$ cat config.mk
export PLATFORM = sky130hd
export DESIGN_NAME = cpu_test_sequencer
export DESIGN_NICKNAME = d
export VERILOG_FILES = /design/src/rtl/rv_test_pkg.sv /design/src/rtl/test_verdict.sv /design/src/rtl/cpu_test_sequencer.sv
export SDC_FILE = /design/constraint.sdc
export NUM_CORES = 1
export LEC_CHECK = 0
export ABC_CLOCK_PERIOD_IN_PS = 3000
export CORE_UTILIZATION = 40
export CTS_BUF_LIST = sky130_fd_sc_hd__clkbuf_4 sky130_fd_sc_hd__clkbuf_8
export DETAILED_ROUTE_END_ITERATION = 8
export GPL_ROUTABILITY_DRIVEN = 0
export PLACE_DENSITY = 0.71
export SLEW_MARGIN = 20
export SYNTH_ARGS = -nofsm -noshare
export SYNTH_HDL_FRONTEND = slang
export SYNTH_SLANG_ARGS = --single-unit
export TNS_END_PERCENT = 1
$ cat constraint.sdc
create_clock -name clock -period 3 [get_ports clock]
set_input_delay 0.6 -clock clock [delete_from_list [all_inputs] [get_ports clock]]
set_output_delay 0.6 -clock clock [all_outputs]
set_load 0.01 [all_outputs]
$ cat src/rtl/rv_test_pkg.sv
// Shared types and constants for the rv32is batch test sequencer.
package rv_test_pkg;

  typedef enum logic [2:0] {
    StIdle,
    StLoad,
    StCpuRst,
    StRun,
    StCheck,
    StNext,
    StDone
  } seq_state_e;

  // Per-test verdict codes reported on result_code.
  localparam logic [1:0] RES_PASS = 2'b00;
  localparam logic [1:0] RES_FAIL = 2'b01;
  localparam logic [1:0] RES_UNK  = 2'b10;
  localparam logic [1:0] RES_TMO  = 2'b11;

  // Default handshake words agreed with the riscv-tests images.
  localparam logic [31:0] DEF_HALT_INSTR = 32'hdead10cc;
  localparam logic [31:0] DEF_PASS_MAGIC = 32'h00c0ffee;
  localparam logic [31:0] DEF_FAIL_MAGIC = 32'hdeaddead;

endpackage

$ cat src/rtl/test_verdict.sv
// Classifies the a0 magic value and keeps the aggregate pass/fail tallies.
module test_verdict
  import rv_test_pkg::*;
#(
  parameter int unsigned NUM_TESTS  = 38,
  parameter int unsigned SEL_W      = 6,
  parameter logic [31:0] PASS_MAGIC = DEF_PASS_MAGIC,
  parameter logic [31:0] FAIL_MAGIC = DEF_FAIL_MAGIC
) (
  input  logic                 clock,
  input  logic                 reset,
  input  logic [31:0]          a0,
  output logic [1:0]           a0_code,
  input  logic                 clear,
  input  logic                 update,
  input  logic [1:0]           code,
  input  logic [SEL_W-1:0]     sel,
  output logic [SEL_W:0]       pass_count,
  output logic [SEL_W:0]       fail_count,
  output logic [NUM_TESTS-1:0] pass_mask
);

  localparam logic [NUM_TESTS-1:0] MaskOne = NUM_TESTS'(1);
  localparam logic [SEL_W:0]       CntOne  = (SEL_W + 1)'(1);

  logic [SEL_W:0]       pass_count_q, pass_count_d;
  logic [SEL_W:0]       fail_count_q, fail_count_d;
  logic [NUM_TESTS-1:0] pass_mask_q, pass_mask_d;

  // Map the a0 magic value onto a verdict code.
  always_comb begin
    a0_code = RES_UNK;
    if (a0 == PASS_MAGIC) begin
      a0_code = RES_PASS;
    end else if (a0 == FAIL_MAGIC) begin
      a0_code = RES_FAIL;
    end
  end

  // Clear at batch start, otherwise fold one finished test into the tallies.
  always_comb begin
    pass_count_d = pass_count_q;
    fail_count_d = fail_count_q;
    pass_mask_d  = pass_mask_q;
    if (clear) begin
      pass_count_d = '0;
      fail_count_d = '0;
      pass_mask_d  = '0;
    end else if (update) begin
      if (code == RES_PASS) begin
        pass_count_d = pass_count_q + CntOne;
        pass_mask_d  = pass_mask_q | (MaskOne << sel);
      end else begin
        fail_count_d = fail_count_q + CntOne;
      end
    end
  end

  // Tally registers.
  always_ff @(posedge clock or negedge reset) begin
    if (!reset) begin
      pass_count_q <= '0;
      fail_count_q <= '0;
      pass_mask_q  <= '0;
    end else begin
      pass_count_q <= pass_count_d;
      fail_count_q <= fail_count_d;
      pass_mask_q  <= pass_mask_d;
    end
  end

  assign pass_count = pass_count_q;
  assign fail_count = fail_count_q;
  assign pass_mask  = pass_mask_q;

endmodule

$ cat src/rtl/cpu_test_sequencer.sv
// Batch controller: load each test image, reset and run the CPU, record the verdict.
module cpu_test_sequencer
  import rv_test_pkg::*;
#(
  parameter int unsigned NUM_TESTS    = 38,
  parameter int unsigned SEL_W        = 6,
  parameter int unsigned CYC_W        = 16,
  parameter int unsigned MAX_CYCLES   = 10000,
  parameter int unsigned RESET_CYCLES = 2,
  parameter logic [31:0] HALT_INSTR   = DEF_HALT_INSTR,
  parameter logic [31:0] PASS_MAGIC   = DEF_PASS_MAGIC,
  parameter logic [31:0] FAIL_MAGIC   = DEF_FAIL_MAGIC
) (
  input  logic                 clock,
  input  logic                 reset,
  input  logic                 start,
  input  logic                 abort,
  output logic                 load_req,
  input  logic                 load_done,
  output logic [SEL_W-1:0]     test_sel,
  output logic                 cpu_reset,
  input  logic [31:0]          cpu_instr,
  input  logic [31:0]          cpu_a0,
  output logic                 busy,
  output logic                 done,
  output logic [CYC_W-1:0]     cur_cycles,
  output logic                 result_valid,
  output logic [1:0]           result_code,
  output logic [SEL_W:0]       pass_count,
  output logic [SEL_W:0]       fail_count,
  output logic [NUM_TESTS-1:0] pass_mask
);

  localparam int unsigned      RC_W    = $clog2(RESET_CYCLES + 1);
  localparam logic [RC_W-1:0]  RstLast = RC_W'(RESET_CYCLES - 1);
  localparam logic [CYC_W-1:0] CycLast = CYC_W'(MAX_CYCLES - 1);
  localparam logic [SEL_W-1:0] SelLast = SEL_W'(NUM_TESTS - 1);

  seq_state_e       state_q, state_d;
  logic [SEL_W-1:0] sel_q, sel_d;
  logic [CYC_W-1:0] cyc_q, cyc_d;
  logic [RC_W-1:0]  rcnt_q, rcnt_d;
  logic [1:0]       code_q, code_d;
  logic [1:0]       a0_code;
  logic             busy_s;
  logic             clear_s;

  assign busy_s = (state_q == StLoad) || (state_q == StCpuRst) || (state_q == StRun) ||
                  (state_q == StCheck) || (state_q == StNext);

  // Next-state logic; abort out of any busy state wins over everything else.
  always_comb begin
    state_d = state_q;
    sel_d   = sel_q;
    cyc_d   = cyc_q;
    rcnt_d  = rcnt_q;
    code_d  = code_q;
    clear_s = 1'b0;
    if (busy_s && abort) begin
      state_d = StIdle;
    end else begin
      unique case (state_q)
        StIdle, StDone: begin
          if (start) begin
            state_d = StLoad;
            sel_d   = '0;
            clear_s = 1'b1;
          end
        end
        StLoad: begin
          if (load_done) begin
            state_d = StCpuRst;
            rcnt_d  = '0;
          end
        end
        StCpuRst: begin
          if (rcnt_q == RstLast) begin
            state_d = StRun;
            cyc_d   = '0;
          end else begin
            rcnt_d = rcnt_q + RC_W'(1);
          end
        end
        StRun: begin
          // Halt beats timeout when both land in the same cycle.
          if (cpu_instr == HALT_INSTR) begin
            state_d = StCheck;
          end else if (cyc_q == CycLast) begin
            code_d  = RES_TMO;
            state_d = StNext;
          end else begin
            cyc_d = cyc_q + CYC_W'(1);
          end
        end
        StCheck: begin
          code_d  = a0_code;
          state_d = StNext;
        end
        StNext: begin
          if (sel_q == SelLast) begin
            state_d = StDone;
          end else begin
            sel_d   = sel_q + SEL_W'(1);
            state_d = StLoad;
          end
        end
        default: state_d = StIdle;
      endcase
    end
  end

  // Sequencer state registers.
  always_ff @(posedge clock or negedge reset) begin
    if (!reset) begin
      state_q <= StIdle;
      sel_q   <= '0;
      cyc_q   <= '0;
      rcnt_q  <= '0;
      code_q  <= RES_PASS;
    end else begin
      state_q <= state_d;
      sel_q   <= sel_d;
      cyc_q   <= cyc_d;
      rcnt_q  <= rcnt_d;
      code_q  <= code_d;
    end
  end

  test_verdict #(
    .NUM_TESTS (NUM_TESTS),
    .SEL_W     (SEL_W),
    .PASS_MAGIC(PASS_MAGIC),
    .FAIL_MAGIC(FAIL_MAGIC)
  ) u_verdict (
    .clock     (clock),
    .reset     (reset),
    .a0        (cpu_a0),
    .a0_code   (a0_code),
    .clear     (clear_s),
    .update    (state_q == StNext),
    .code      (code_q),
    .sel       (sel_q),
    .pass_count(pass_count),
    .fail_count(fail_count),
    .pass_mask (pass_mask)
  );

  // Outputs are pure functions of state so async reset takes effect at once.
  assign load_req     = (state_q == StLoad);
  assign cpu_reset    = (state_q != StRun);
  assign busy         = busy_s;
  assign done         = (state_q == StDone);
  assign result_valid = (state_q == StNext);
  assign result_code  = code_q;
  assign test_sel     = sel_q;
  assign cur_cycles   = cyc_q;

endmodule

==> results of run 1 <==
## layout make-up
| class | count | share of cell area (%) |
|---|---|---|
| clock inverters | 7 | 1.28 |
| inverters | 12 | 0.746 |
| multi-input cells | 321 | 33.6 |
| repair buffers | 157 | 25.9 |
| flip-flops and latches | 81 | 33.6 |
| well taps | 136 | 2.82 |
| clock buffers | 9 | 2.05 |
## metal layers
| layer | GRT usage [%] | vias to the layer above | routed length (um) |
|---|---|---|---|
| li1 | - | 1900 | - |
| met1 | 27.5 | 1930 | 4950 |
| met2 | 36.4 | 129 | 5690 |
| met3 | 5.05 | 20 | 658 |
| met4 | 8.25 | 0 | 242 |
| met5 | 0 | - | 0 |
## sequential cells by signal, indices dropped and copies added (netlist names)
signal and flops:
u_verdict.pass_count 7, state_q 3, u_verdict.pass_mask 38, u_verdict.fail_count 7, result_code 2, rcnt_q 2
test_sel 6, cur_cycles 16
## cell families after synthesis
family,share of synthesized area (%)
AND/OR/NAND/NOR,24.3
flip-flops,48.0
AO/OA/AOI/OAI,16.9
buffers and inverters,3.97
adder cells (fa/ha/maj),2.96
multiplexers,0.829
XOR/XNOR,3.11
## worst max-delay path, cell delays in order, from the launching register on
cell and delay [ns]:
dfrtp_1 0.67, nand2b_1 0.18, nor2_2 0.27, inv_2 0.18, clkdlybuf4s50_1 0.52
## worst max path at each step
stage	startpoint	to	slack, ns	cells past startpoint
final	state_q[0]	cpu_reset	0.22	4
after global routing	state_q[0]	cpu_reset	0.04	4
after CTS	state_q[0]	cpu_reset	0.21	4
after detailed placement	cpu_instr[24]	state_q[1]	0.29	6
after global placement	cpu_instr[30]	state_q[1]	0.35	6
after floorplan	cpu_instr[24]	cur_cycles[7]	0.78	6
## cell usage in the layout (no fill, tap or decap), drive strengths merged, types with 6 or more instances in the layout
cell,count
nand4b,6
xor2,13
a21oi,24
or4,7
inv,15
dfrtp,81
o21ai,12
nor2,68
o31ai,20
buf,9
nand2,22
clkdlybuf4s50,148
nor3,7
and2,8
clkbuf,9
a31oi,29
nor4,7
ha,10
nand3,13
nand4,11
## power groups by stage
stage	Combinational, uW	Sequential (uW)	Clock, uW
CTS	1060	1300	853
detailed placement	1060	1320	0
floorplan	688	1270	0
global placement	1040	1310	0
finish	1060	1300	832
global route	1160	1320	896
## per-stage QoR
| stage | cell area (um2) | total power (uW) | utilization [%] |
|---|---|---|---|
| floorplan | 4230 | 1960 | - |
| global route | 6040 | 3380 | 58.8 |
| detailed placement | 5830 | 2380 | 56.8 |
| global placement | 5830 | 2360 | 56.8 |
| CTS | 6040 | 3210 | 58.7 |
| finish | 6040 | 3190 | 58.8 |
==> results.md, run 1 <==
- Worst Max-Slew Pin Slew: 0.721 ns
- Register area: 0.00203 mm2
- Switching pwr: 1160 uW
- TritonCTS Sinks: 81
- CTS Root Cell: clkbuf_8
- CTS hold repair buffers: 0
- Cell Area, Synth: 0.00423 mm2
- GR Overflow Total: 0
- Clock Latency Late Sink: 0.37 ns
- WHS: between 0.2 and 0.3 ns
- Largest net degree at the start of global routing: a little over 80
- Post-Syn Nets: a little over 500
- FILL cells: approximately 930
- Mapped Avg Cell Area: between 9 and 10 um2
- Max-slew violation count: 0
- Residual DRC: 0
- Int Pwr: a little over 2000 uW
- Drt wl/cell: approximately 16 um
- Post-CTS sizing: 0
- CP Max Fanout: 17
- Layout Cells excl Fill: roughly 720
- Cell taking the most area after synthesis: dfrtp_1
- Number of antenna-violating nets in the routed design: 0
- YS warnings: 0
- Tot GR Track Use: 21.8%
- WS Path Type: reg -> out
- Worst hold path type: in -> async
- CTS tree: yes
- Placement Setup Slack: about 0.29 ns
- Worst slew margin: 52.0%
- Post-DP HPWL: just over 8000 um
- Crit. End Element: output pin
- Arr. time, crit path: 2.18 ns
- Area growth syn-to-layout: 42.9%
- Fraction of layout cells with a size suffix above 1: about 7%
- Final hold viol count: 0
- Count leader, synth: dfrtp_1
- Worst Slack Setup Final: between 0.2 and 0.25 ns
- NumNets Final: 661
- Skew final: between 0.015 and 0.02 ns
- Fin crit share: ~93%
- H-tree depth: 3
- I/O pin total: 150
- PD cells: 528 mW/mm2
- Global-route wire length before repair: 19200 um
- Initial DRC count: between 150 and 200
- Clock slew at reported path FFs: 0.09 ns
- Diode count: 0
- Die Wd: about 100 um
- Fin crit period: approximately 2.8 ns
- Clock Path Buffers: 2
- Die Ht: about 100 um
- Reg2reg setup slack: approximately 0.66 ns
- Cell count after synthesis: around 440
- Part of the power in registers: around 41%
- Comb pwr share: 33.1%
- Endpoints failing setup: 0
- Worst R2R Start: cur_cycles[12]
- Dominant cells by area after synthesis: dfrtp_1 (48%), nor2_1 (6.0%), a31oi_1 (4.3%)
- Setup TNS: 0 ns
- Vias: 3979
- Post-synth top cells: dfrtp_1 (81), nor2_1 (67), a31oi_1 (29)
- Initial Utilization: between 40% and 50%
- Synth Flop Type: dfrtp_1
- Via density per instance: ~5.5
- Synth top area share: 48.0%
- DR pass1 iterations: 5
- Clock share of power: between 20% and 30%
- Die area: between 0.01 and 0.015 mm2
- Number of flops mapped to enable cells by yosys: 0
- Worst path required time: between 2 and 2.5 ns
- Async SR Flop Fraction: between 90% and 100%
- Area of the multi-input gates: just over 0.002 mm2
- Cts bufs inserted: 9
- Sw frac: 36.3%
- Sequential area share after synthesis: between 40% and 50%
- Status: finished, final reports clean
- Vias in the first global route: 3964
- FF-to-FF path depth: 6
- Maximum clock frequency: about 0.36 GHz
- Initial antenna violation count: 0
- Post-Place Cells: just over 700
- IO buf count: 149
- Setup Buffers After CTS: 0
- Core area: 0.0103 mm2
- P_leak: 0.00250 uW
- Worst VDD drop: 0.294 mV
- R2R Path End: cur_cycles[7]
- Worst Setup Start Kind: flop
- #FFs+latches synth: between 80 and 90
- Routed WL: 11500 um
- RSZ-0062 raised after global routing: no
- # rows: 37
- Yosys cell types: 62
- Max-cap violations: 0
(Power assumes the default switching activity.)
==> run 2: changes to the inputs <==
- GPL_ROUTABILITY_DRIVEN: 0 -> not set
==> results of run 2 <==
No change in the layout: final DEF, timing and power equal those of run 1.
